### src/rtl/mips_pkg.sv
// Shared MIPS multicycle definitions: state codes, opcode/funct
// constants and the ALU control encodings used by the ALU.
package mips_pkg;

    typedef enum logic [3:0] {
        S_FETCH   = 4'd0,
        S_DECODE  = 4'd1,
        S_MEMADR  = 4'd2,
        S_MEMRD   = 4'd3,
        S_MEMWB   = 4'd4,
        S_MEMWR   = 4'd5,
        S_EXECUTE = 4'd6,
        S_ALUWB   = 4'd7,
        S_BRANCH  = 4'd8,
        S_ADDIEX  = 4'd9,
        S_ADDIWB  = 4'd10,
        S_JUMP    = 4'd11
    } state_t;

    localparam logic [5:0] OP_RTYPE = 6'b000000;
    localparam logic [5:0] OP_LW    = 6'b100011;
    localparam logic [5:0] OP_SW    = 6'b101011;
    localparam logic [5:0] OP_BEQ   = 6'b000100;
    localparam logic [5:0] OP_BNE   = 6'b000101;
    localparam logic [5:0] OP_ADDI  = 6'b001000;
    localparam logic [5:0] OP_J     = 6'b000010;

    localparam logic [5:0] F_ADD = 6'b100000;
    localparam logic [5:0] F_SUB = 6'b100010;
    localparam logic [5:0] F_AND = 6'b100100;
    localparam logic [5:0] F_OR  = 6'b100101;
    localparam logic [5:0] F_SLT = 6'b101010;
    localparam logic [5:0] F_NOR = 6'b100111;

    localparam logic [3:0] ALU_AND = 4'b0000;
    localparam logic [3:0] ALU_OR  = 4'b0001;
    localparam logic [3:0] ALU_ADD = 4'b0010;
    localparam logic [3:0] ALU_SUB = 4'b0110;
    localparam logic [3:0] ALU_SLT = 4'b0111;
    localparam logic [3:0] ALU_NOR = 4'b1100;

endpackage

### src/rtl/alu_decoder.sv
// R-type funct to ALU control decode with a legality flag.
module alu_decoder
    import mips_pkg::*;
(
    input  logic [5:0] funct,
    output logic [3:0] aluControl,
    output logic       legal
);

    always_comb begin
        aluControl = ALU_ADD;
        legal      = 1'b1;
        case (funct)
            F_ADD:   aluControl = ALU_ADD;
            F_SUB:   aluControl = ALU_SUB;
            F_AND:   aluControl = ALU_AND;
            F_OR:    aluControl = ALU_OR;
            F_SLT:   aluControl = ALU_SLT;
            F_NOR:   aluControl = ALU_NOR;
            default: legal      = 1'b0;
        endcase
    end

endmodule

### src/rtl/mc_control.sv
// Multicycle MIPS control FSM (Moore). Define MC_CONTROL_BNE_EN
// to add bne support through the BRANCH state.
module mc_control
    import mips_pkg::*;
(
    input  logic       clk,
    input  logic       reset,
    input  logic [5:0] opcode,
    input  logic [5:0] funct,
    input  logic       zeroFlag,
    output logic [3:0] aluControl,
    output logic       aluSrcA,
    output logic [1:0] aluSrcB,
    output logic [1:0] pcSrc,
    output logic       pcWrite,
    output logic       iorD,
    output logic       memWrite,
    output logic       irWrite,
    output logic       regDst,
    output logic       memToReg,
    output logic       regWrite,
    output logic       illegalOp,
    output logic [3:0] state
);

    state_t     cur;
    state_t     nxt;
    logic [3:0] dec_alu;
    logic       dec_legal;
    logic       bad_op;
    logic       br_take;

    alu_decoder u_alu_decoder (
        .funct      (funct),
        .aluControl (dec_alu),
        .legal      (dec_legal)
    );

    always_comb begin
        nxt    = S_FETCH;
        bad_op = 1'b0;
        case (cur)
            S_FETCH:  nxt = S_DECODE;
            S_DECODE: begin
                case (opcode)
                    OP_LW, OP_SW: nxt = S_MEMADR;
                    OP_BEQ:       nxt = S_BRANCH;
`ifdef MC_CONTROL_BNE_EN
                    OP_BNE:       nxt = S_BRANCH;
`endif
                    OP_ADDI:      nxt = S_ADDIEX;
                    OP_J:         nxt = S_JUMP;
                    OP_RTYPE: begin
                        nxt    = dec_legal ? S_EXECUTE : S_FETCH;
                        bad_op = !dec_legal;
                    end
                    default:      bad_op = 1'b1;
                endcase
            end
            S_MEMADR: begin
                if (opcode == OP_LW)
                    nxt = S_MEMRD;
                else if (opcode == OP_SW)
                    nxt = S_MEMWR;
            end
            S_MEMRD:   nxt = S_MEMWB;
            S_EXECUTE: nxt = S_ALUWB;
            S_ADDIEX:  nxt = S_ADDIWB;
            default:   nxt = S_FETCH;
        endcase
    end

    always_ff @(posedge clk or posedge reset) begin
        if (reset) begin
            cur       <= S_FETCH;
            illegalOp <= 1'b0;
        end else begin
            cur <= nxt;
            if (bad_op)
                illegalOp <= 1'b1;
        end
    end

`ifdef MC_CONTROL_BNE_EN
    assign br_take = (opcode == OP_BNE) ? !zeroFlag : zeroFlag;
`else
    assign br_take = zeroFlag;
`endif

    // Reset overrides the FETCH decode so nothing is enabled while held
    always_comb begin
        aluControl = ALU_ADD;
        aluSrcA    = 1'b0;
        aluSrcB    = 2'b00;
        pcSrc      = 2'b00;
        pcWrite    = 1'b0;
        iorD       = 1'b0;
        memWrite   = 1'b0;
        irWrite    = 1'b0;
        regDst     = 1'b0;
        memToReg   = 1'b0;
        regWrite   = 1'b0;
        if (!reset) begin
            case (cur)
                S_FETCH: begin
                    irWrite = 1'b1;
                    aluSrcB = 2'b01;
                    pcWrite = 1'b1;
                end
                S_DECODE: aluSrcB = 2'b11;
                S_MEMADR, S_ADDIEX: begin
                    aluSrcA = 1'b1;
                    aluSrcB = 2'b10;
                end
                S_MEMRD: iorD = 1'b1;
                S_MEMWB: begin
                    memToReg = 1'b1;
                    regWrite = 1'b1;
                end
                S_MEMWR: begin
                    iorD     = 1'b1;
                    memWrite = 1'b1;
                end
                S_EXECUTE: begin
                    aluSrcA    = 1'b1;
                    aluControl = dec_alu;
                end
                S_ALUWB: begin
                    regDst   = 1'b1;
                    regWrite = 1'b1;
                end
                S_BRANCH: begin
                    aluSrcA    = 1'b1;
                    aluControl = ALU_SUB;
                    pcSrc      = 2'b01;
                    pcWrite    = br_take;
                end
                S_ADDIWB: regWrite = 1'b1;
                S_JUMP: begin
                    pcSrc   = 2'b10;
                    pcWrite = 1'b1;
                end
                default: ;
            endcase
        end
    end

    assign state = cur;

endmodule

### config.mk
export PLATFORM = sky130hd
export DESIGN_NAME = mc_control
export DESIGN_NICKNAME = d
export VERILOG_FILES = /design/src/rtl/mips_pkg.sv /design/src/rtl/alu_decoder.sv /design/src/rtl/mc_control.sv
export SDC_FILE = /design/constraint.sdc
export NUM_CORES = 1
export LEC_CHECK = 0
export ABC_AREA = 1
export CAP_MARGIN = 40
export CORE_ASPECT_RATIO = 1.5
export CORE_MARGIN = 2
export CORE_UTILIZATION = 30
export CTS_CLUSTER_DIAMETER = 30
export DETAILED_ROUTE_END_ITERATION = 10
export GPL_TIMING_DRIVEN = 0
export SLEW_MARGIN = 40
export SYNTH_ARGS = -nofsm -noshare
export SYNTH_HDL_FRONTEND = slang
export SYNTH_SLANG_ARGS = --single-unit
### constraint.sdc
create_clock -name clk -period 1.9 [get_ports clk]
set_input_delay 0.19 -clock clk [delete_from_list [all_inputs] [get_ports clk]]
set_output_delay 0.19 -clock clk [all_outputs]
set_load 0.02 [all_outputs]
* Word-level counts from Yosys, hierarchy flattened
Cells that the tools add are included.
** Storage, ports and cells
- Word-level logic and storage cells :: 66
- Flip-flop bits (word level) :: 5
- Output and inout bits :: 21
** Cells by class
- Eq/ne operators :: 22
- Reduce and logical (&&, ||, !) cells :: 11
- Multiplexer cells :: 31
** Operators by type and width (number)
- == test 6 bit (second input constant) :: 8
- case mux 4 bit (5 select lines) :: 2
- case mux 4 bit (6 select lines) :: 1
- 2-to-1 mux 1 bit :: 17
- == test 4 x 3 -> 1 bit (second input constant) :: 4
- == test 4 bit (second input constant) :: 4
- 2-to-1 mux 3 bit :: 3
- == test 4 x 2 -> 1 bit (second input constant) :: 2
- case mux 4 bit (2 select lines) :: 1
- OR reduction 2 bit :: 4
- == test 6 x 2 -> 1 bit (second input constant) :: 1
- == test 6 x 3 -> 1 bit (second input constant) :: 1
- == test 6 x 4 -> 1 bit (second input constant) :: 1
- zero test 6 bit :: 1
- case mux 2 bit (3 select lines) :: 1
- OR reduction 6 bit :: 1
- OR reduction 5 bit :: 1
- == test 4 x 1 -> 1 bit (second input constant) :: 1
- zero test 4 bit :: 1
- 2-to-1 mux 2 bit :: 2
- 2-to-1 mux 4 bit :: 1
- case mux 1 bit (2 select lines) :: 2
- case mux 2 bit (2 select lines) :: 1
- OR reduction 4 bit :: 1
- 2 further kinds :: 2

* Depth between registers and ports, before layout
Gate-level depths: netlist of run 1.
- Word-level depth :: 6
- Mapped depth :: 9
- Gate-level depth less buffers :: 9

* Hierarchy
Synthesis of run 1 repeated with hierarchy kept, for this count alone.
** Unflattened totals
- Cell total of the unflattened synthesis :: 126
- Area total of the unflattened synthesis :: 694.4 um^2
** Modules (own cells, without submodules)
- mc_control :: area each 551.8 um^2, instances 1, sequential area each 125.1 um^2, cells each 99
- alu_decoder :: area each 142.6 um^2, instances 1, sequential area each 0.0 um^2, cells each 27

* Worst setup path after synthesis of run 1
Ideal clock, no wire load.
- Path kind :: register to output
- Start :: register cur[3] (netlist: state[3])
- End :: output port aluSrcB[1]
- Arrival :: 1.540 ns
- Path slack :: 0.170 ns
- Cell stages (with the launch flop) :: 6
- Required time :: 1.710 ns
- Path buffers :: 0
- Path through :: dfrtp_1 nor2_1 inv_2 nor3_1 nand2_1 nand2_1
** Between the ends
- Cells in the longest elaborated chain, start to end :: 4
- Elaborated cells between the ends (all ways) :: 7
- Those cells by class :: 3 x eq/ne; 2 x mux; 2 x reduce/logical
** RTL lines
- start, declared :: line mc_control.sv:26 : state_t cur;
- start signal, assigned :: line mc_control.sv:78 : cur <= nxt;
- == test 4 x 2 -> 1 bit or == test 4 bit (tied branches) :: line mc_control.sv:104 : case (cur)
- OR reduction 2 bit
- case mux 2 bit (3 select lines) * :: line mc_control.sv:104
- 2-to-1 mux 2 bit * :: line mc_control.sv:103 : if (!reset) begin
- end, declared :: line mc_control.sv:13 : output logic [1:0] aluSrcB,
Every way passes the cells marked *; elsewhere a longest branch is shown, timed or not.

* Worst setup path after layout of run 1
- Start :: input port reset
- End :: output port pcSrc[1]
** Between the ends
- Cells in the longest elaborated chain, start to end :: 1
** RTL lines
- start, declared :: line mc_control.sv:7 : input logic reset,
- 2-to-1 mux 2 bit :: line mc_control.sv:103
- end, declared :: line mc_control.sv:14 : output logic [1:0] pcSrc,
No other way between the ends.

==> impl_metrics.csv, run 1 <==
group,metric,value,unit
global_route,grt_pass1_vias,925,
synthesis,ys_warn_count,0,
pwr,p_int,0.370,mW
routing,avgViaCountPerCell,4.75,
placed_design,numPortBuffers,35,
synthesis,ys_types,20,
setup_path,critPathLaunchType,"input port",
synthesis,ys_seq_elements,5,
clock_network,clkLatencyLatePin,240,ps
final_layout,multi_input_area,489,sq um
final_layout,utilization,50.7,%
floorplanning,die_y,62.7,um
routing,routed_wl,2.09,mm
floorplanning,core,2210,sq um
final_layout,area_growth,62.4,%
clock_network,clock_sinks,5,
placed_design,hpwl,1.75,mm
clock_network,cts.path.max_buffers,2,
routing,first_pass_iters,3,
setup_path,cp-endpoint,"pcSrc[1]",
setup_path,r2r_start,"state[3]$_DFF_PP0_",
clock_network,cts_tree,"built",
setup_path,cp-end-kind,"output pin",
timing,period_share,95.6,%
setup_path,cp-startpoint,"reset",
global_route,antenna_found_initial,0,
clock_network,clk_pin_slew_worst_paths,40,ps
global_route,globalRoute.totalOverflow,0,
final_layout,nNetsFinal,185,
pwr,p_sw_share,46.6,%
routing,vias,912,
final_layout,n_fill_cell,260,
setup_path,crit_arrival,1630,ps
floorplanning,rows,21,
pwr,vdd_drop_max,0.000470,V
clock_network,root_buffer,"clkbuf_4",
synthesis,synth_area,689,sq um
synthesis,synthCells,127,
global_route,grt_max_degree,11,
job,max_cap_viol_count,0,
floorplanning,die_w,43.1,um
timing,drv_slew,0,
routing,antenna_left,0,
setup_path,critPathRequiredTime,1710,ps
setup_path,ff2ff_path_depth,5,
synthesis,synth_area_per_cell,5.43,sq um
floorplanning,start_util,31.2,%
pwr,p_total,0.693,mW
setup_path,rr_endpoint,"state[0]$_DFF_PP0_",
final_layout,final_common_cell,"nand2_1",
synthesis,synth_nets,142,
pwr,p_seq_share,23.3,%
timing,finalSetupViolations,0,
synthesis,ys_seq_area_share,18.1,%
timing,tns,0,ps
timing,post-route-min-period,1820,ps
setup_path,path_class,"input port to output pin",
pwr,comb_power_share,59.2,%
global_route,grt_pass1_wl,3.54,mm
pwr,p_sw,0.323,mW
timing,tightest_slew,333,ps
pwr,cellPowerDensity,619,nW/um^2
final_layout,final_cell_mix,"nand2_1, nor2_1, clkdlybuf4s50_1",
timing,hold_viol_final,0,
clock_network,cts_buffers,3,
timing,max_freq,551,MHz
floorplanning,ios,36,
final_layout,regArea,128,sq um
clock_network,htreeDepth,1,
timing,skew,1.12,ps
timing,relSlewSlack,77.7,%
routing,drcViolationCount,0,
routing,drt_iter0_markers,13,
final_layout,insertedDiodeCount,0,
final_layout,drive_above_1_share,21.9,%
pwr,p_leak,0.650,nW
floorplanning,die_area,2710,sq um
placed_design,gp_congestion,0.837,
hold_path,hold_class,"input port to asynchronous set/reset pin",
clock_network,cts_hold_buf,0,
routing,routedWlPerCell,10.9,um
global_route,grt_usage,16.5,%
setup_path,worstPathMaxFanout,10,
status,status,"completed",
pwr,clkPwrFrac,17.6,%
setup_path,reg2reg_slack,640,ps
## cells in the mapped netlist (all sizes together)
master  number  area share (%)
dfrtp        5              18
nand3       15              11
a31oi        1            0.91
inv         23              13
a21oi        5             4.7
nor2        28              19
buf          1             1.6
nor3         6             5.1
nand3b       1             1.1
o21ai        5             4.2
nand2       37              22
## layout make-up
cell class / count / area share [%]
Buffer: 1 / 1.01
Clock buffer: 4 / 2.35
Multi-Input combinational cell: 98 / 43.7
Inverter: 23 / 7.71
Sequential cell: 5 / 11.4
Tap cell: 23 / 2.57
Timing Repair Buffer: 38 / 31.3
## cells by family (layout without fill, tap and decap cells)
family,after synthesis,count (layout),synth area share [%]
buffers and inverters,24,66,14.2
AOI/OAI and AO/OA,11,11,9.80
and+or+nand+nor,87,87,57.9
DFF,5,5,18.1
## layer usage
metal / vias up / global-route usage [%] / wire [um]
met5: - / 0 / 0
li1: 480 / - / -
met1: 401 / 16.5 / 738
met3: 6 / 2.60 / 83
met2: 25 / 32.1 / 1220
met4: 0 / 6.06 / 49
## critical path, stage by stage
cell,delay [ps]
clkdlybuf4s50_1,450
buf_6,160
nor3_1,190
clkdlybuf4s50_1,630
## state kept, by name (all words and copies together) (netlist names)
signal / count
illegalOp: 1
state: 4
## power by group through the flow
stage               sequential [mW]  combinational [mW]  clock (mW)
floorplan                     0.176               0.221           0
global placement              0.161               0.415           0
detailed placement            0.161               0.420           0
CTS                           0.163               0.399       0.128
global route                  0.166               0.455       0.139
finish                        0.161               0.410       0.122
## what timing repair did
item / 4_1_cts / 5_1_grt
setup endpoints to repair: 14 / 10
buffers inserted: 0 / 3
gates resized for setup: 19 / 12
hold endpoints to repair: 0 / 0
## worst min-delay path by stage
stage / slack [ps] / start / cells after the start / end
final: 220 / reset / 2 / state[3]$_DFF_PP0_
after global routing: 230 / reset / 2 / state[3]$_DFF_PP0_
after CTS: 210 / reset / 2 / state[3]$_DFF_PP0_
after detailed placement: 460 / illegalOp$_DFFE_PP0P_ / 2 / illegalOp$_DFFE_PP0P_
after global placement: 450 / illegalOp$_DFFE_PP0P_ / 2 / illegalOp$_DFFE_PP0P_
after floorplan: -0.7 / reset / 1 / illegalOp$_DFFE_PP0P_
## through the flow
stage | instances | setup WS (ps) | hold WS, ps | cell area [sq um]
after floorplan | 127 | 170 | -0.695 | 689
after global placement | 185 | -259 | 452 | 1070
after detailed placement | 185 | -309 | 456 | 1070
after CTS | 189 | 0.117 | 215 | 1080
after global routing | 192 | -21.9 | 232 | 1120
final | 192 | 83.8 | 216 | 1120
Note: power is estimated with default switching activity, not from simulation.
==> run 2: changes to the inputs <==
--- a/config.mk
+++ b/config.mk
@@ -7,12 +7,12 @@
 export LEC_CHECK = 0
 export ABC_AREA = 1
 export CAP_MARGIN = 40
-export CORE_ASPECT_RATIO = 1.5
 export CORE_MARGIN = 2
-export CORE_UTILIZATION = 30
+export CORE_UTILIZATION = 42
 export CTS_CLUSTER_DIAMETER = 30
 export DETAILED_ROUTE_END_ITERATION = 10
 export GPL_TIMING_DRIVEN = 0
+export PLACE_DENSITY = 0.85
 export SLEW_MARGIN = 40
 export SYNTH_ARGS = -nofsm -noshare
 export SYNTH_HDL_FRONTEND = slang
==> constraint.sdc (replaced) <==
create_clock -name clk -period 1.9 [get_ports clk]
set_input_delay 0.19 -clock clk [delete_from_list [all_inputs] [get_ports clk]]
set_output_delay 0.19 -clock clk [all_outputs]
set_load 0.1 [all_outputs]
==> run 2 against run 1 <==
Against the previous run: non-clock buffer count fell by 1; flip-flop and latch count did not move; clock-buffer cell count did not move; clock power rose by 6%; sequential share of layout area fell by 0.71 points; routed wire length rose by 17%; final area rose by 17%; register-to-register slack barely moved; worst hold slack improved by 42 ps; global-route usage rose by 7.8 points; combinational power rose by 99%.
==> impl_metrics.csv, run 2 (same netlist as run 1, synthesis figures left out) <==
group,metric,value,unit
status,status,"completed",
setup_path,path_class,"input port to output pin",
clock_network,clk_pin_slew_worst_paths,50,ps
final_layout,insertedDiodeCount,0,
clock_network,cts_tree,"built",
job,max_cap_viol_count,0,
timing,tightest_slew,487,ps
setup_path,reg2reg_slack,650,ps
routing,wl_met2,1.37,mm
clock_network,htreeDepth,1,
timing,finalSetupViolations,0,
routing,antenna_left,0,
floorplanning,die_w,44.5,um
setup_path,critPathRequiredTime,1710,ps
final_layout,final_common_cell,"nand2_1",
timing,max_freq,528,MHz
routing,first_pass_iters,4,
clock_network,root_buffer,"clkbuf_4",
timing,layout_setup_ws,4.71,ps
hold_path,hold_class,"input port to asynchronous set/reset pin",
final_layout,area_growth,90.2,%
placed_design,numPortBuffers,35,
routing,dr.max_layer_used,"met4",
timing,period_share,99.8,%
final_layout,largest_reg_flops,4,
global_route,globalRoute.totalOverflow,0,
routing,avgViaCountPerCell,5.30,
final_layout,drive_above_1_share,43.5,%
timing,tns,0,ps
pwr,cellPowerDensity,857,nW/um^2
setup_path,worstPathMaxFanout,4,
floorplanning,core,1520,sq um
clock_network,clkLatencyLatePin,250,ps
pwr,p_leak,0.652,nW
routing,wl_met3,120,um
routing,routed_wl,2.46,mm
floorplanning,die_area,1980,sq um
clock_network,cts_hold_buf,0,
routing,vias,976,
global_route,grt_pass1_wl,3.52,mm
global_route,grt_pass1_vias,834,
clock_network,clock_sinks,5,
global_route,antenna_found_initial,0,
timing,drv_slew,0,
floorplanning,die_y,44.5,um
clock_network,cts_buffers,3,
floorplanning,start_util,45.2,%
setup_path,crit_arrival,1710,ps
placed_design,gp_congestion,0.869,
placed_design,hpwl,1.76,mm
final_layout,final_cell_mix,"nand2_1, inv_1, nor2_1",
placed_design,dp.cells,178,
setup_path,cp-end-kind,"output pin",
final_layout,nNetsFinal,184,
pwr,p_total,1.12,mW
routing,met1_length,919,um
global_route,grt_usage,24.3,%
pwr,vdd_drop_max,0.000776,V
clock_network,cts.path.max_buffers,2,
routing,drcViolationCount,0,
setup_path,critPathLaunchType,"input port",
final_layout,utilization,86.0,%
floorplanning,rows,14,
final_layout,stdcell_count,184,
floorplanning,ios,36,
placed_design,dp_slack,-178,ps
global_route,grt_max_degree,11,
timing,relSlewSlack,67.8,%
timing,hold_viol_final,0,
timing,skew,5.30,ps
routing,routedWlPerCell,13.4,um
timing,post-route-min-period,1900,ps
routing,drt_iter0_markers,30,
[run 2: cell count changes in the layout (fill, tap and decap cells not counted), sizes merged]
| cell | previous run | this run |
|---|---|---|
| inv | 23 | 22 |
| buf | 4 | 21 |
| bufinv | 0 | 1 |
| dlygate4sd2 | 10 | 0 |
| dlymetal6s2s | 2 | 0 |
| clkdlybuf4s50 | 20 | 14 |
[run 2: final cells by class]
cell class,instances,area [sq um]
flip-flops and latches,5,140
fillers,98,213
multi-input cells,98,657
well taps,16,20.0
inverters,23,108
clock buffers,4,26.3
plain buffers,1,11.3
repair buffers,37,349
[run 2: stage by stage]
step	area (sq um)	hold WS (ps)
2_1_floorplan	873	-0.614
3_3_place_gp	1240	452
3_5_place_dp	1140	445
4_1_cts	1230	245
5_1_grt	1310	285
6_report	1310	258
[run 2: metal layers]
| metal | vias up | global-route usage (%) |
|---|---|---|
| li1 | 478 | - |
| met1 | 453 | 26.4 |
| met2 | 39 | 46.4 |
| met3 | 6 | 2.86 |
| met4 | 0 | 10.3 |
| met5 | - | 0 |
[run 2: where the power goes]
group	internal [mW]	total [mW]	switching, mW
combinational	0.199	0.814	0.615
clock	0.0798	0.129	0.0496
sequential	0.136	0.180	0.0436
total	0.415	1.12	0.708
[run 2: critical path, stage by stage]
cell             delay [ps]
clkdlybuf4s50_1         540
inv_1                   120
nor2_2                  140
nand3_2                 120
o21ai_0                 110
nor2_1                  120
a21oi_4                 170
buf_12                  190
[run 2: what timing repair did]
action,4_1_cts,5_1_grt
gates cloned,0,0
resized for setup,22,18
setup endpoints to repair,10,11
pin swaps,0,1
setup buffers,0,2
[run 2: path summary, 6_finish.rpt]
path                                        from  cells after the start               endpoint
setup / recovery                        funct[1]                      8          aluControl[2]
hold / removal                             reset                      2     state[0]$_DFF_PP0_
setup reg to reg              state[2]$_DFF_PP0_                      5     state[2]$_DFF_PP0_
hold reg to reg            illegalOp$_DFFE_PP0P_                      2  illegalOp$_DFFE_PP0P_
max in group asynchronous                  reset                      2     state[2]$_DFF_PP0_
min in group clk           illegalOp$_DFFE_PP0P_                      2  illegalOp$_DFFE_PP0P_
==> run 3: changes to the inputs <==
--- a/config.mk
+++ b/config.mk
@@ -8,11 +8,12 @@
 export ABC_AREA = 1
 export CAP_MARGIN = 40
 export CORE_MARGIN = 2
-export CORE_UTILIZATION = 42
+export CORE_UTILIZATION = 39
 export CTS_CLUSTER_DIAMETER = 30
 export DETAILED_ROUTE_END_ITERATION = 10
 export GPL_TIMING_DRIVEN = 0
-export PLACE_DENSITY = 0.85
+export HOLD_SLACK_MARGIN = 0.12
+export PLACE_DENSITY = 0.79
 export SLEW_MARGIN = 40
 export SYNTH_ARGS = -nofsm -noshare
 export SYNTH_HDL_FRONTEND = slang
==> constraint.sdc (replaced) <==
create_clock -name clk -period 1.85 [get_ports clk]
set_input_delay 0.185 -clock clk [delete_from_list [all_inputs] [get_ports clk]]
set_output_delay 0.185 -clock clk [all_outputs]
set_load 0.1 [all_outputs]
==> run 3 against run 2 <==
Against the previous run: the flow now finishes with violations (negative setup slack); flip-flop and latch count stayed put; setup slack worse by 5.2 ps; clock-buffer cell count stayed put; cell count is 2.7% higher; non-clock buffer count is 4 higher; critical path type unchanged; largest cell class unchanged; highest routed layer unchanged.
==> impl_metrics.csv, run 3 (same netlist as run 1, synthesis figures left out) <==
group,metric,value,unit
global_route,antenna_found_initial,0,
floorplanning,die_area,2120,sq um
clock_network,cts_tree,"built",
final_layout,utilization,80.7,%
setup_path,reg2reg_slack,580,ps
placed_design,gp_congestion,0.771,
final_layout,n_fill_cell,115,
clock_network,cts.path.max_buffers,2,
timing,relSlewSlack,67.6,%
floorplanning,start_util,40.8,%
clock_network,cts_hold_buf,0,
pwr,comb_power_share,74.4,%
pwr,p_seq_share,15.0,%
setup_path,path_class,"input port to output pin",
final_layout,drive_above_1_share,47.1,%
clock_network,clk_pin_slew_worst_paths,50,ps
setup_path,critPathLaunchType,"input port",
pwr,clkPwrFrac,10.6,%
routing,routed_wl,2.24,mm
timing,period_share,100,%
setup_path,cp-end-kind,"output pin",
placed_design,numPortBuffers,35,
pwr,vdd_drop_max,0.000736,V
floorplanning,core,1690,sq um
placed_design,hpwl,1.70,mm
routing,first_pass_iters,4,
placed_design,placed_area,1140,sq um
final_layout,nNetsFinal,188,
setup_path,crit_arrival,1670,ps
timing,max_freq,540,MHz
setup_path,critPathRequiredTime,1660,ps
timing,drv_slew,0,
timing,skew,6.63,ps
timing,post-route-min-period,1850,ps
clock_network,clock_sinks,5,
pwr,p_sw,0.735,mW
timing,finalSetupViolations,1,
floorplanning,die_w,46.0,um
final_layout,area_growth,97.6,%
global_route,globalRoute.totalOverflow,0,
timing,tightest_slew,489,ps
final_layout,multi_input_area,678,sq um
pwr,p_sw_share,61.5,%
clock_network,htreeDepth,1,
pwr,cellPowerDensity,876,nW/um^2
timing,hold_viol_final,0,
job,max_cap_viol_count,0,
routing,vias,958,
final_layout,final_cell_area,1360,sq um
floorplanning,ios,36,
routing,drcViolationCount,0,
pwr,p_leak,0.675,nW
final_layout,largest_reg_flops,4,
final_layout,regArea,140,sq um
timing,layout_setup_ws,-0.514,ps
status,status,"complete, but fails checks",
setup_path,worstPathMaxFanout,4,
floorplanning,rows,15,
global_route,grt_max_degree,11,
final_layout,final_cell_mix,"nand2_1, nor2_1, inv_1, clkdlybuf4s50_1, nand3_1",
clock_network,cts_buffers,3,
status,violations,"negative setup slack",
routing,routedWlPerCell,11.9,um
routing,antenna_left,0,
hold_path,hold_class,"input port to asynchronous set/reset pin",
routing,avgViaCountPerCell,5.07,
floorplanning,die_y,46.0,um
clock_network,root_buffer,"clkbuf_4",
global_route,grt_usage,20.4,%
pwr,p_int,0.459,mW
timing,tns,-0.514,ps
global_route,grt_pass1_vias,818,
final_layout,final_common_cell,"nand2_1",
clock_network,clkLatencyLatePin,240,ps
global_route,grt_pass1_wl,3.25,mm
final_layout,insertedDiodeCount,0,
routing,drt_iter0_markers,12,
[run 3: changes by cell type in the layout (fill, tap and decap cells not counted), sizes merged]
cell	previous run	this run
buf	21	27
clkbuf	7	5
[run 3: cell type report]
type / instances / area share, %
clock buffer: 4 / 1.93
multi-input combinational: 98 / 49.8
timing repair buffer: 41 / 27.7
sequential: 5 / 10.3
inverter: 23 / 7.90
buffer: 1 / 0.826
tap: 17 / 1.56
[run 3: repair_timing]
action                                  CTS  global route
buffers inserted                          2             4
gates resized for setup                  24            24
gates cloned                              0             0
endpoints found under the setup margin   12            10
pin swaps                                 0             3
endpoints found under the hold margin     0             0
[run 3: routing by layer]
| layer | vias to the layer above | routed length, um | global-route usage [%] |
|---|---|---|---|
| li1 | 491 | - | - |
| met1 | 445 | 862 | 24.8 |
| met2 | 20 | 1310 | 39.2 |
| met3 | 2 | 55 | 0 |
| met4 | 0 | 19 | 5.14 |
| met5 | - | 0 | 0 |
[run 3: stage by stage]
| step | std cells | hold slack (ps) | setup slack [ps] | power [mW] |
|---|---|---|---|---|
| 2_1_floorplan | 127 | -5.61 | -458 | 0.820 |
| 3_3_place_gp | 179 | 455 | -847 | 0.995 |
| 3_5_place_dp | 179 | 461 | -197 | 0.950 |
| 4_1_cts | 185 | 252 | 0.578 | 1.12 |
| 5_1_grt | 189 | 284 | -48.0 | 1.25 |
| 6_report | 189 | 268 | -0.514 | 1.19 |
[run 3: power groups by stage]
stage / sequential, mW / clock, mW / combinational [mW]
global route: 0.182 / 0.135 / 0.933
detailed placement: 0.182 / 0 / 0.769
global placement: 0.182 / 0 / 0.813
floorplan: 0.308 / 0 / 0.511
CTS: 0.177 / 0.129 / 0.814
finish: 0.179 / 0.127 / 0.889
[run 3: final timing paths]
kind / from / endpoint / cells past startpoint
max in group asynchronous: reset / state[3]$_DFF_PP0_ / 2
min reg2reg: illegalOp$_DFFE_PP0P_ / illegalOp$_DFFE_PP0P_ / 2
max: funct[1] / aluControl[0] / 8
min in group clk: illegalOp$_DFFE_PP0P_ / illegalOp$_DFFE_PP0P_ / 2
max reg2reg: state[2]$_DFF_PP0_ / state[2]$_DFF_PP0_ / 5
min: reset / state[0]$_DFF_PP0_ / 2
[run 3: worst max-delay path, cell delays in order]
cell             delay [ps]
clkdlybuf4s50_1         550
inv_1                   110
nor2_1                  150
nand3_2                 140
nand2_1                 130
o21ai_4                  70
a21oi_4                 140
buf_12                  190
